File: config.mk
export PLATFORM = sky130hd
export DESIGN_NAME = four_bit_adder
export DESIGN_NICKNAME = d
export VERILOG_FILES = /design/src/rtl/four_bit_adder.sv
export SDC_FILE = /design/constraint.sdc
export NUM_CORES = 1
export LEC_CHECK = 0
export CAP_MARGIN = 10
export CORE_AREA = 2 2 39 41
export CTS_BUF_LIST = sky130_fd_sc_hd__clkbuf_8
export DETAILED_ROUTE_END_ITERATION = 7
export DIE_AREA = 0 0 41 43
export GPL_TIMING_DRIVEN = 1
export PLACE_DENSITY = 0.44
export SYNTH_ARGS = -nofsm -noshare
export SYNTH_HDL_FRONTEND = slang
export SYNTH_SLANG_ARGS = --single-unit
File: constraint.sdc
create_clock -name clk -period 2.9 [get_ports clk]
set_clock_uncertainty 0.2 [all_clocks]
set_input_delay 0.58 -clock clk [delete_from_list [all_inputs] [get_ports clk]]
set_output_delay 0.58 -clock clk [all_outputs]
set_load 0.005 [all_outputs]
File: src/rtl/four_bit_adder.sv
// four_bit_adder: 4-bit unsigned ripple-carry adder with carry-in.
// Sum and carry-out are registered, so results appear one clock after the
// operands are sampled. There is no input register.

`timescale 1ns/1ps

// half_adder: single-bit add of two inputs, no carry-in.
module half_adder (
    input  logic a,
    input  logic b,
    output logic s,
    output logic c
);
    assign s = a ^ b;
    assign c = a & b;
endmodule

// full_adder: two half adders plus an OR to merge their carries.
// The first half adder forms a^b and a&b. The second half adder adds cin to
// form the sum and cin&(a^b). The two carries can never both be 1, so an OR
// merges them exactly.
module full_adder (
    input  logic a,
    input  logic b,
    input  logic cin,
    output logic s,
    output logic cout
);
    logic p;
    logic g;
    logic pc;

    half_adder u_ha0 (
        .a (a),
        .b (b),
        .s (p),
        .c (g)
    );

    half_adder u_ha1 (
        .a (p),
        .b (cin),
        .s (s),
        .c (pc)
    );

    assign cout = g | pc;
endmodule

// four_bit_adder: four chained full adders feeding a 5-bit output register.
module four_bit_adder (
    input  logic       clk,
    input  logic       rst,
    input  logic [3:0] A,
    input  logic [3:0] B,
    input  logic       C,
    output logic [3:0] S,
    output logic       Cy
);
    // c[i] is the carry into stage i. c[4] is the carry out of the top stage.
    logic [4:0] c;
    logic [3:0] sum_next;
    logic [3:0] s_reg;
    logic       cy_reg;

    assign c[0] = C;

    genvar gi;
    generate
        for (gi = 0; gi < 4; gi++) begin : g_stage
            full_adder u_fa (
                .a    (A[gi]),
                .b    (B[gi]),
                .cin  (c[gi]),
                .s    (sum_next[gi]),
                .cout (c[gi+1])
            );
        end
    endgenerate

    // Output register. A reset edge discards the result that would have loaded.
    always_ff @(posedge clk) begin
        if (rst) begin
            s_reg  <= 4'b0000;
            cy_reg <= 1'b0;
        end else begin
            s_reg  <= sum_next;
            cy_reg <= c[4];
        end
    end

    assign S  = s_reg;
    assign Cy = cy_reg;
endmodule

# == Word-level counts from Yosys, hierarchy flattened ==
# Cells that the tools add are included.
# classes
n_bitwise,20
# ops
cell,n
1-bit AND,8
1-bit XOR,8
1-bit OR,4
# totals
ff_bits,5
input_bits,11
output_inout_bits,5
word_cells,22

# == Longest topological paths before layout ==
# logic_depth
word_depth,9
depth_mapped,8
depth_no_buf,8

# == Cells and area by module ==
# From an unflattened synthesis, not the netlist that was laid out.
# hier_totals
hier_cells,22
area_unflattened_um2,256.5
# by_module_without_submodules
module,n_inst,cells_per_inst,area_per_inst_um2,seq_area_each_um2
four_bit_adder,1,10,131.4,100.1
half_adder,8,1,12.5,0.0
full_adder,4,1,6.3,0.0

# == Least setup slack after synthesis ==
# Ideal clock, no wire load.
# synth_path
kind,in2reg
from,input A[0]
to,"register s_reg[3], in the netlist S[3]"
setup_time_ns,0.064
t_arrival_ns,2.097
required_time_ns,2.636
setup_slack_ns,0.539
path_stages,8
path_buffers,0
cell_sequence,inv_1 > fa_1 > inv_1 > fa_1 > fa_1 > inv_1 > fa_1 > nor2_1
# synth_via
elab_chain_cells,8
# synth_lines
element,line,text
from (decl),54,"input logic [3:0] A,"
1-bit XOR,14,assign s = a ^ b;
1-bit AND,15,assign c = a & b;
1-bit OR (*),47,assign cout = g | pc;
1-bit AND (*),15,
1-bit OR (*),47,
1-bit AND (*),15,
1-bit OR (*),47,
1-bit XOR (*),14,
to (signal assigned),87,s_reg <= sum_next;
to (decl),63,logic [3:0] s_reg;
# Every way passes the cells marked *; elsewhere a longest branch is shown, timed or not.
# A chain may end at the register's enable or synchronous reset.

# == Final worst setup path ==
# Same ends and word-level chain as after synthesis.

==> results.yml <==
run_status:
  outcome: "finished clean"
clock_network:
  cts.sinks: 5
  numCtsBuffers: 3
  cts_tree: "built"
  clkTransAtPathRegs_ns: 0.04
  htree_levels: 1
  cts_resized: 0
  root_buffer: "clkbuf_8"
  cts_buffer_depth: 2
  post_cts_buffers: 0
  hold_buffers: 0
critical_path:
  crit_family: "adder cells"
  critical_path_buf_inv_count: 4
  crit_path_end_kind: "flip-flop"
  worstPathMaxFanout: 1
  critical_path_depth: 9
  worstPathCellList: "clkdlybuf4s50_1, inv_1, fa_1, inv_1, fa_1, fa_1, inv_1, fa_1, nor2_1"
  critPathSlowestCell: "fa_1"
  cp_common_cell: "fa_1"
  required_ns: 2.86
  critPathKind: "input pin to flip-flop"
  cp.arrival_ns: 2.55
  start_kind: "input pin"
  critical_path.max_stage_delay_ns: 0.40
timing:
  final-max-slew-violation-count: 0
  setup-violations-final: 0
  fmax_mhz: 385
  rsz0062_at_grt: "no"
  tns_ns: 0
  tightest_slew_ns: 0.174
  post-route-period-util_pct: 89.6
  maxSlewHeadroom_pct: 88.4
  holdWs_ns: 0.808
  finalCriticalPeriod_ns: 2.60
  finalHoldViolCount: 0
floorplanning:
  rows: 14
  die_area_um2: 1760
  core_um2: 1380
  die_x_um: 41
  die_y_um: 43
  start_util_pct: 16.6
  io_pins: 16
worst_hold_path:
  worstHoldPathCells: 2
  hold_class: "input pin to flip-flop"
power_and_ir_drop:
  power_per_cell_area_nw_per_um2: 555
  p_seq_share_pct: 31.9
  switching_share_pct: 19.2
  power_switching_mw: 0.0475
  power_mw: 0.247
  p_int_mw: 0.200
  clockPowerShare_pct: 49.3
  combPwrFrac_pct: 18.9
  p_leak_nw: 0.203
  peakVddDrop_mv: 0.126
routing:
  ant_nets: 0
  drt_iter0_drc: 1
  first_pass_iters: 4
  avgViaCountPerCell: 3.29
  drc: 0
  wl_um: 365
  wl_per_cell_um: 6.52
  via_count: 184
cells_and_area:
  stdcell_area_um2: 445
  antennaDiodeCount: 0
  nets: 56
  area_growth_pct: 93.5
  drive_gt1_share_pct: 7.50
placed_design:
  gp_congestion: 0.575
  post-dp-hpwl_um: 320
  portBuffers: 15
  placed_area_um2: 400
global_routing:
  grt_max_degree: 6
  grt_antenna_before_repair: 0
  grt_pass1_wl_um: 579
  globalRoute.totalOverflow: 0
  track_usage_pct: 5.57
  grt_pass1_vias: 183
flow_run:
  max_cap_violations: 0
yosys:
  ys_seq_area_share_pct: 43.5
  synth-seq-cells: 5
  syn_nets: 36
  synth_area_um2: 230
  synth.distinct_cells: 5
  avgSynthCellArea_um2: 11.0
  syn_inst: 21
  yosys_warnings: 0
## worst paths after layout
check             from         endpoint  slack, ns
setup / recovery  A[0]  S[3]$_SDFF_PP0_       0.30
hold / removal     rst  S[0]$_SDFF_PP0_       0.81
## cell usage in the layout, fill, tap and decap left out
master | netlist | layout
clkbuf_8 | 0 | 3
inv_1 | 7 | 8
fa_1 | 4 | 4
dfxtp_1 | 5 | 5
clkdlybuf4s50_1 | 0 | 15
nor2b_1 | 2 | 2
nor2_1 | 3 | 3
## cell families after synthesis
group	after synthesis	synth area share, %
fa+ha+maj	4	34.8
simple gates	5	10.3
buf+inv	7	11.4
flops	5	43.5
## through the flow
| step | worst slack (ns) | util (%) | cells |
|---|---|---|---|
| floorplan | 0.539 | - | 21 |
| global placement | 0.0647 | 28.9 | 52 |
| detailed placement | 0.0523 | 28.9 | 52 |
| global route | 0.190 | 32.2 | 56 |
| finish | 0.301 | 32.2 | 56 |
| CTS | 0.278 | 32.2 | 56 |
## cell type report
class / instances / area, um2
flip-flops and latches: 5 / 100
clock buffers: 3 / 41.3
multi-input cells: 9 / 104
fillers: 138 / 938
inverters: 7 / 26.3
repair buffers: 15 / 150
well taps: 16 / 20.0
clock inverters: 1 / 3.75
## per-layer routing
layer / vias up / global-route usage [%] / wire [um]
li1: 94 / - / -
met1: 76 / 4.29 / 132
met2: 14 / 7.50 / 157
met3: 0 / 3.14 / 74
met4: 0 / 8.00 / 0
met5: - / 0 / 0
## registers in the layout (all words and copies together), names as in the netlist
name / count
S: 4
Cy: 1
## power by group through the flow
stage / clock, mW / combinational (mW) / sequential [mW]
floorplan: 0 / 0.0137 / 0.0811
global placement: 0 / 0.0475 / 0.0794
detailed placement: 0 / 0.0479 / 0.0798
CTS: 0.125 / 0.0480 / 0.0788
global route: 0.130 / 0.0530 / 0.0790
finish: 0.122 / 0.0466 / 0.0787
## Yosys cell counts
| master | number | area [um2] |
|---|---|---|
| inv_1 | 7 | 26.3 |
| nor2_1 | 3 | 11.3 |
| nor2b_1 | 2 | 12.5 |
| dfxtp_1 | 5 | 100 |
| fa_1 | 4 | 80.1 |
No activity file was read; power rests on OpenSTA's default activity.
